## src/rtl/keydriver_if.sv

```systemverilog
`default_nettype none
// ============================================================================
//  Module      : keydriver_if
//  Description : CPU-side register bus of the key/switch input peripheral.
//                The master is the processor; the slave is keydriver.
//  Revision    : 1.0 - initial release
// ============================================================================
interface keydriver_if;
  logic [1:0]  address;
  logic        read;
  logic        write;
  logic [31:0] writedata;
  logic [31:0] readdata;
  logic        irq;

  modport master (
    output address,
    output read,
    output write,
    output writedata,
    input  readdata,
    input  irq
  );

  modport slave (
    input  address,
    input  read,
    input  write,
    input  writedata,
    output readdata,
    output irq
  );
endinterface
`default_nettype wire

```

## src/rtl/keydriver.sv

```systemverilog
`default_nettype none
// ============================================================================
//  Module      : keydriver
//  Description : Memory-mapped input peripheral. Synchronizes and debounces
//                4 active-low push-buttons and 10 slide switches, exposes
//                them as read-only registers, latches key presses in a
//                write-1-to-clear edge-capture register and drives a
//                maskable level interrupt.
//                  addr 0 : switches   (RO)  [9:0]
//                  addr 1 : keys       (RO)  [3:0], pressed = 1
//                  addr 2 : edgecapture (W1C) [3:0]
//                  addr 3 : irqmask    (RW)  [3:0]
//  Revision    : 1.0 - initial release
// ============================================================================
module keydriver #(
  parameter int DEBOUNCE_CYCLES = 50000
) (
  input  logic       clk,
  input  logic       reset,
  keydriver_if.slave bus,
  input  logic [3:0] KEY,
  input  logic [9:0] SW
);

  // Channel layout: [3:0] keys (pressed = 1), [13:4] switches.
  localparam int c_NCHAN = 14;
  localparam int c_CW    = (DEBOUNCE_CYCLES > 1) ? $clog2(DEBOUNCE_CYCLES) : 1;
  localparam logic [c_CW-1:0] c_CNT_MAX = c_CW'(DEBOUNCE_CYCLES - 1);

  localparam logic [1:0] c_ADDR_SW   = 2'd0;
  localparam logic [1:0] c_ADDR_KEY  = 2'd1;
  localparam logic [1:0] c_ADDR_EDGE = 2'd2;
  localparam logic [1:0] c_ADDR_MASK = 2'd3;

  logic [c_NCHAN-1:0] w_raw;      // pins, keys inverted so that pressed = 1
  logic [c_NCHAN-1:0] w_deb;      // current debounced levels
  logic [c_NCHAN-1:0] w_deb_nxt;  // debounced levels after this edge

  logic [3:0]  r_edge;
  logic [3:0]  r_mask;
  logic [31:0] r_rdata;

  logic [3:0]  w_key_rise;
  logic [3:0]  w_edge_clr;
  logic [31:0] w_rdata;
  logic        w_unused_wdata;

  assign w_raw = {SW, ~KEY};

  // --------------------------------------------------------------------------
  // Per-channel synchronizer and debouncer. Every channel is independent so a
  // bouncing key never disturbs the qualification of any other input.
  // --------------------------------------------------------------------------
  generate
    for (genvar i = 0; i < c_NCHAN; i++) begin : g_chan
      logic            r_meta;
      logic            r_sync;
      logic            r_d;
      logic [c_CW-1:0] r_cnt;
      logic            w_d_nxt;
      logic [c_CW-1:0] w_cnt_nxt;

      // Two-flop synchronizer for the asynchronous pin.
      always_ff @(posedge clk or posedge reset) begin
        if (reset) begin
          r_meta <= 1'b0;
          r_sync <= 1'b0;
        end else begin
          r_meta <= w_raw[i];
          r_sync <= r_meta;
        end
      end

      // Accept a new level only after it has been stable for the full window.
      always_comb begin
        w_d_nxt   = r_d;
        w_cnt_nxt = r_cnt;
        if (r_sync == r_d) begin
          w_cnt_nxt = '0;
        end else if (r_cnt == c_CNT_MAX) begin
          w_d_nxt   = r_sync;
          w_cnt_nxt = '0;
        end else begin
          w_cnt_nxt = r_cnt + 1'b1;
        end
      end

      // Debounced level and stability counter.
      always_ff @(posedge clk or posedge reset) begin
        if (reset) begin
          r_d   <= 1'b0;
          r_cnt <= '0;
        end else begin
          r_d   <= w_d_nxt;
          r_cnt <= w_cnt_nxt;
        end
      end

      assign w_deb[i]     = r_d;
      assign w_deb_nxt[i] = w_d_nxt;
    end
  endgenerate

  // A press is seen on the very edge the debounced key level rises, so the
  // capture bit and the debounced level become visible together.
  assign w_key_rise = w_deb_nxt[3:0] & ~w_deb[3:0];

  assign w_edge_clr = (bus.write && (bus.address == c_ADDR_EDGE)) ?
                      bus.writedata[3:0] : 4'h0;

  // Edge capture: clear-by-write-1, with a simultaneous new press taking priority.
  always_ff @(posedge clk or posedge reset) begin
    if (reset) begin
      r_edge <= 4'h0;
    end else begin
      r_edge <= (r_edge & ~w_edge_clr) | w_key_rise;
    end
  end

  // Interrupt mask, fully overwritten by a write.
  always_ff @(posedge clk or posedge reset) begin
    if (reset) begin
      r_mask <= 4'h0;
    end else if (bus.write && (bus.address == c_ADDR_MASK)) begin
      r_mask <= bus.writedata[3:0];
    end
  end

  // Read mux over the current register values, so a same-cycle write is not
  // reflected in the returned data.
  always_comb begin
    w_rdata = 32'h0;
    case (bus.address)
      c_ADDR_SW:   w_rdata[9:0] = w_deb[13:4];
      c_ADDR_KEY:  w_rdata[3:0] = w_deb[3:0];
      c_ADDR_EDGE: w_rdata[3:0] = r_edge;
      c_ADDR_MASK: w_rdata[3:0] = r_mask;
      default:     w_rdata      = 32'h0;
    endcase
  end

  // Registered read data, held between read strobes.
  always_ff @(posedge clk or posedge reset) begin
    if (reset) begin
      r_rdata <= 32'h0;
    end else if (bus.read) begin
      r_rdata <= w_rdata;
    end
  end

  assign bus.readdata = r_rdata;
  assign bus.irq      = |(r_edge & r_mask);

  // Only the low nibble of the write data is meaningful.
  assign w_unused_wdata = &{1'b0, bus.writedata[31:4]};

endmodule
`default_nettype wire

```

## src/flat_wrapper.sv

```systemverilog
// flat-port wrapper written by rule: the top's interface ports become plain ports
module keydriver_flat 
#(
  parameter int DEBOUNCE_CYCLES = 50000
)
  (clk, reset, KEY, SW, bus_address, bus_read, bus_write, bus_writedata, bus_readdata, bus_irq);
  keydriver_if bus_i ();
  input  logic clk;
  input  logic reset;
  input  logic [3:0] KEY;
  input  logic [9:0] SW;
  input wire logic [$bits(bus_i.address)-1:0] bus_address;
  input wire logic [$bits(bus_i.read)-1:0] bus_read;
  input wire logic [$bits(bus_i.write)-1:0] bus_write;
  input wire logic [$bits(bus_i.writedata)-1:0] bus_writedata;
  output wire logic [$bits(bus_i.readdata)-1:0] bus_readdata;
  output wire logic [$bits(bus_i.irq)-1:0] bus_irq;
  assign bus_i.address = bus_address;
  assign bus_i.read = bus_read;
  assign bus_i.write = bus_write;
  assign bus_i.writedata = bus_writedata;
  assign bus_readdata = bus_i.readdata;
  assign bus_irq = bus_i.irq;
  keydriver #(.DEBOUNCE_CYCLES(DEBOUNCE_CYCLES)) u_core (.clk(clk), .reset(reset), .bus(bus_i), .KEY(KEY), .SW(SW));
endmodule
```

## config.mk

```make
export PLATFORM = sky130hd
export DESIGN_NAME = keydriver_flat
export DESIGN_NICKNAME = d
export VERILOG_FILES = /design/src/rtl/keydriver_if.sv /design/src/rtl/keydriver.sv /design/src/flat_wrapper.sv
export SDC_FILE = /design/constraint.sdc
export NUM_CORES = 1
export LEC_CHECK = 0
export CAP_MARGIN = 10
export CORE_AREA = 5 5 201 203
export DETAILED_ROUTE_END_ITERATION = 10
export DIE_AREA = 0 0 206 208
export HOLD_SLACK_MARGIN = 0.08
export SYNTH_ARGS = -nofsm -noshare
export SYNTH_HDL_FRONTEND = slang
export SYNTH_SLANG_ARGS = --single-unit
```

## constraint.sdc

```tcl
create_clock -name clk -period 12.1 [get_ports clk]
set_input_delay 1.21 -clock clk [delete_from_list [all_inputs] [get_ports clk]]
set_output_delay 1.21 -clock clk [all_outputs]
set_load 0.005 [all_outputs]
```

==> reports/qor.yml, run 1 <==
global_route:
  grt_pass1_vias: 8990
  grt_max_degree: 146
  grtUsageTotal: 0.1119
  grt_pass1_wl_um: 41840
  antenna_found_initial: 0
  grt_overflow_total: 0
worst_setup_path:
  reg2regPathDepth: 4
  path_max_fanout: 3
  cp.arrival_ns: 1.70
  cp_slowest_cell: "clkdlybuf4s50_1"
  timing.reg2reg.setup_slack_ns: 10.05
  crit_required_ns: 10.89
  r2r_start: "u_core.g_chan[7].r_cnt[12]"
  cp-start-kind: "flip-flop"
  path_cells: "a22oi_1, nand2_1, clkdlybuf4s50_1"
  r2r_end: "u_core.g_chan[7].r_cnt[8]"
  critical_path_class: "flip-flop to output port"
  cp-end-kind: "output port"
  cpPeakStageDelay_ns: 0.45
cells_and_area:
  multiInputGateArea_um2: 5789
  nets: 1389
  drive_above_1_share: 0.06617
  register_area_um2: 7107
  nFillCells: 3703
  final_cell_area_um2: 15160
  area_delta_synth_final_pct: 14.44
  diodes: 0
  final_common_cell: "dfrtp_1"
  final_cell_mix: "dfrtp_1 (284), nor2_1 (244), xnor2_1 (157), nand3_1 (79), nand2_1 (67)"
route:
  wl_met1_um: 11090
  vias: 8921
  post_drt_wl_per_cell_um: 12.72
  route.met2.wl_um: 11410
  viasPerCell: 4.789
  drcViolationCount: 0
  drtAntennaViolNets: 0
  routed_wl_um: 23700
  drtIter0Drc: 442
  top_layer: "met4"
  drtPass1Iterations: 4
  wl_met3_um: 558
placement:
  hpwlAfterDp_um: 15490
  port_buffers: 34
  dpl_cell_area_um2: 14090
  routabilityCongestion: 0.7958
yosys:
  ys_types: 40
  ys_async_sr_fraction: 1.000
  synth_edf_count: 0
  syn_area_um2: 13240
  syn_avg_cell_area_um2: 10.39
  netlist_instances: 1275
  post-synth-top-area-fraction: 0.5366
  netlist.top_cell.by_area: "dfrtp_1"
  yosys_warnings: 0
  synth.area.top_cells: "dfrtp_1 (54%), xnor2_1 (10%), nor2_1 (6.9%)"
  ys_seq_area_frac: 0.5366
  ys.flop_type: "dfrtp_1"
  synth_seq_cells: 284
floorplan:
  die_x_um: 206
  placementRows: 72
  chipHeight_um: 208
  start_util: 0.3459
  io_pins: 85
  fp.coreArea_um2: 38290
  die_area_um2: 42850
cts:
  postCtsHoldBufs: 0
  clock-sinks: 284
  clock-root-buffer: "clkbuf_16"
  path_clk_slew_ns: 0.06
  cts_resized: 0
  cts_max_path_buffers: 3
  cts_tree: "yes"
  cts_buffers: 31
  h-tree-depth: 1
  cts_setup_buffers: 0
  insertion_delay_ns: 0.57
power:
  powerDensity_nw_per_um2: 134.9
  seqPwrFrac: 0.483
  power_frac_comb: 0.038
  switching_share: 0.2199
  max-vdd-ir-drop_uv: 129.6
  power_mw: 2.044
  clockPowerShare: 0.479
  p_leak_nw: 6.132
  switchingPower_uw: 449.7
  p_int_mw: 1.595
min_path:
  worstHoldPathCells: 0
  hp-class: "flip-flop to flip-flop"
  hold_end: "u_core.g_chan[3].r_sync"
  hold_start: "u_core.g_chan[3].r_meta"
sta:
  finalSetupTns_ns: 0
  hold_viol_final: 0
  min_period_ns: 2.914
  clock_skew_ns: 0.01112
  min_period_over_period: 0.2408
  rsz0062_at_grt: "false"
  setup_violations: 0
  slew_violations: 0
  fmax_ghz: 0.3432
  maxSlewHeadroom: 0.3135
  worst_slew_pin_slew_ns: 1.030
status:
  status: "finished clean"
run:
  cap_violations: 0
## Yosys cell counts, types with 2 or more instances
cell and instances:
and3b_1 2, ha_1 14, nand2b_1 4, xnor2_1 157, and3_1 20, or2_1 2, nor4bb_1 15, nor4_1 58
buf_4 22, nor4b_1 13, or4_1 3, buf_2 5, clkbuf_1 15, dfrtp_1 284, nand3_2 3, inv_1 48
nand4_1 52, mux2_2 18, o41ai_4 5, mux2_1 4, nand3b_1 3, o21ai_0 13, mux4_2 4, nand3_1 79
nand4b_1 2, nor2_1 244, or3_1 6, a21oi_1 6, a22oi_1 2, xor2_1 47, nor3_1 44, o31ai_1 3
and4_1 5, nand2_1 67
## cells by family after synthesis
family,count (synthesis),share of synthesized area
AOI/OAI and AO/OA,29,0.02041
muxes,26,0.02551
adders and majority gates,14,0.01323
xor gates and xnor gates,204,0.1349
other,1,0.0002831
buffers and inverters,90,0.03221
and+or+nand+nor,627,0.2368
DFF,284,0.5366
## how the worst max path moves through the flow
stage / startpoint / to / cells after the start
2_1_floorplan: reset / u_core.bus.readdata[0] / 1
3_3_place_gp: reset / u_core.g_chan[1].r_cnt[5] / 3
3_5_place_dp: reset / u_core.g_chan[5].r_sync / 3
4_1_cts: u_core.r_edge[1] / bus_irq / 3
5_1_grt: reset / u_core.g_chan[5].r_cnt[2] / 3
6_report: u_core.r_edge[1] / bus_irq / 3
## critical path, delay by kind of cell (launching register included)
family                 cells  cell delay, ns
buffers and inverters      1            0.45
DFF                        1            0.38
AOI/OAI and AO/OA          1            0.21
and+or+nand+nor            1            0.09
## registers in the layout (all words and copies together) (netlist names)
signal / cells
u_core.bus.readdata: 10
u_core.g_chan.r_cnt: 224
u_core.g_chan.r_d: 14
u_core.g_chan.r_meta: 14
u_core.g_chan.r_sync: 14
u_core.r_edge: 4
u_core.r_mask: 4
## final cells by class
cell class,count,area share
inverters,48,0.01238
clock buffers,36,0.05440
well taps,518,0.04276
repair buffers,36,0.02345
clock inverters,19,0.01610
multi-input cells,922,0.3820
flip-flops and latches,284,0.4689
## power groups by stage
| stage | Sequential [mW] | Combinational, mW | Clock (mW) |
|---|---|---|---|
| final | 0.988 | 0.0769 | 0.980 |
| after global routing | 0.991 | 0.0907 | 1.05 |
| after CTS | 0.988 | 0.0803 | 1.02 |
| after detailed placement | 1.01 | 0.0799 | 0 |
| after global placement | 1.00 | 0.0789 | 0 |
| after floorplan | 1.00 | 0.0584 | 0 |
## per-stage QoR
stage	hold WS (ns)	instances	worst slack, ns	util
after floorplan	0.3312	1296	3.054	-
after global routing	0.3604	1863	8.926	0.3959
after detailed placement	0.3347	1808	8.580	0.3679
final	0.3440	1863	9.186	0.3959
after CTS	0.3447	1863	9.128	0.3959
after global placement	0.3336	1808	8.594	0.3679
## metal layers
metal / track usage / vias up
li1: - / 4438
met1: 0.1502 / 4371
met2: 0.1883 / 71
met3: 0.01339 / 41
met4: 0.03671 / 0
met5: 0 / -
No activity file was read; power rests on OpenSTA's default activity.
==> inputs of run 2 (changes only) <==
- clock period: 12.1 -> 2.8 ns (I/O delays scaled with it)
==> reports/qor.yml, run 2 (synthesis gave the netlist of run 1 again) <==
sta:
  worst_slew_pin_slew_ns: 0.5280  # -0.5017 ns
  min_period_over_period: 0.7114
  rsz0062_at_grt: "false"
  finalSetupTns_ns: 0  # unchanged
  whs_ns: 0.1578  # -0.1862 ns
  setup_violations: 0  # unchanged
  hold_viol_final: 0  # unchanged
  slew_violations: 0  # unchanged
  layout_setup_ws_ns: 0.8080  # -8.378 ns
  min_period_ns: 1.992
  clock_skew_ns: 0.008542  # -0.002577 ns
  maxSlewHeadroom: 0.6468  # +0.3333
  fmax_ghz: 0.5020
worst_setup_path:
  path_max_fanout: 3  # unchanged
  critical_path_class: "flip-flop to output port"
  cp-start-kind: "flip-flop"
  r2r_start: "u_core.g_chan[13].r_cnt[12]"
  crit_required_ns: 2.52  # -8.37 ns
  cp-end-kind: "output port"
  crit_start: "u_core.r_edge[1]"
  cp.arrival_ns: 1.71  # about the same
cells_and_area:
  diodes: 0  # unchanged
  largest_reg_flops: 224  # unchanged
  final_cell_area_um2: 15240  # +0.56%
  top_register: "u_core.g_chan.r_cnt"
  area_delta_synth_final_pct: 15.08
  final_common_cell: "dfrtp_1"
  drive_above_1_share: 0.07001  # +0.003836
  final_cell_mix: "dfrtp_1 (284), nor2_1 (244), xnor2_1 (157), nand3_1 (79), nand2_1 (67)"
  nets: 1399  # +0.72%
power:
  switchingPower_mw: 1.897  # +320%
  power_mw: 8.733  # +330%
  clockPowerShare: 0.471  # -0.008
  switching_share: 0.2172  # -0.002762
  power_frac_comb: 0.040  # +0.002
  p_leak_nw: 6.165  # +0.54%
  max-vdd-ir-drop_uv: 371.3  # +190%
  p_int_mw: 6.836  # +330%
  powerDensity_nw_per_um2: 573.0  # +320%
  seqPwrFrac: 0.489  # +0.006
floorplan:
  die_x_um: 206  # unchanged
  chipHeight_um: 208  # unchanged
  placementRows: 72  # unchanged
  io_pins: 85  # unchanged
  start_util: 0.3459  # unchanged
  fp.coreArea_um2: 38290  # unchanged
  die_area_um2: 42850  # unchanged
cts:
  h-tree-depth: 1  # unchanged
  cts_buffers: 30  # -3.2%
  cts_max_path_buffers: 3  # unchanged
  cts_tree: "yes"
  postCtsHoldBufs: 1  # +1
  clock-root-buffer: "clkbuf_16"
  cts_resized: 0  # unchanged
  cts_setup_buffers: 0  # unchanged
  insertion_delay_ns: 0.56  # about the same
  clock-sinks: 284  # unchanged
  path_clk_slew_ns: 0.06  # about the same
placement:
  pre_cts_slack_ns: 0.8339  # -7.746 ns
  port_buffers: 34  # unchanged
  routabilityCongestion: 0.7760  # -2.5%
  hpwlAfterDp_um: 15620  # +0.84%
  dpl_cell_area_um2: 14200  # +0.77%
route:
  post_drt_wl_per_cell_um: 12.59  # -1.0%
  drtIter0Drc: 485  # +9.7%
  vias: 8920  # -0.011%
  viasPerCell: 4.757  # -0.65%
  drcViolationCount: 0  # unchanged
  drtAntennaViolNets: 0  # unchanged
  routed_wl_um: 23600  # -0.41%
  drtPass1Iterations: 4  # unchanged
min_path:
  hp-class: "input pin to flip-flop"
  hold_start: "SW[3]"
global_route:
  grt_pass1_vias: 8961  # -0.32%
  grtUsageTotal: 0.1133  # +0.001457
  grt_overflow_total: 0  # unchanged
  grt_pass1_wl_um: 42550  # +1.7%
  antenna_found_initial: 0  # unchanged
  grt_max_degree: 79  # -46%
status:
  status: "finished clean"
run:
  cap_violations: 0  # unchanged
==> run 2: cell types whose count changed in the layout (fill, tap and decap cells not counted), sizes merged <==
cell,previous run,this run
bufinv,5,4
clkinv,10,7
clkbuf,36,42
dlygate4sd3,0,1
clkinvlp,2,4
buf,2,12
inv,50,47
==> run 2: final timing paths <==
path / depth (start not counted) / slack (ns) / to
max reg2reg: 5 / 0.85 / u_core.g_chan[13].r_cnt[2]
min: 1 / 0.16 / u_core.g_chan[7].r_meta
max: 3 / 0.81 / bus_irq
max in group asynchronous: 4 / 1.31 / u_core.g_chan[2].r_sync
min reg2reg: 0 / 0.35 / u_core.g_chan[12].r_sync
min in group asynchronous: 3 / 0.64 / u_core.g_chan[12].r_cnt[8]
==> run 2: worst max-delay path, cell delays in order (launching register included) <==
cell,delay [ns]
dfrtp_1,0.40
a22oi_1,0.22
nand2_1,0.09
clkdlybuf4s50_1,0.45
==> run 2: metrics by stage <==
step,util,std cells
4_1_cts,0.3981,1875
3_5_place_dp,0.3708,1818
6_report,0.3981,1875
3_3_place_gp,0.3708,1818
5_1_grt,0.3981,1875
2_1_floorplan,-,1296
==> run 2: layout make-up <==
class	instances	area, um^2
clock buffer	42	857.1
clock inverter	14	177.7
fill	3705	23050
inverter	48	183.9
multi-input combinational	922	5789
sequential	284	7107
tap	518	648.1
timing repair buffer	47	478.0
==> run 2: power by group through the flow <==
stage	logic, mW	clock network (mW)	registers [mW]
floorplan	0.253	0	4.33
global placement	0.357	0	4.34
detailed placement	0.361	0	4.34
CTS	0.364	4.27	4.27
global route	0.408	4.42	4.28
finish	0.350	4.11	4.27
==> run 2: metal layers <==
layer,vias to the layer above,GRT usage,wire (um)
met5,-,0,0
met1,4336,0.1531,11180
met2,91,0.1863,11170
met3,37,0.01837,733
met4,0,0.03717,523
li1,4456,-,-
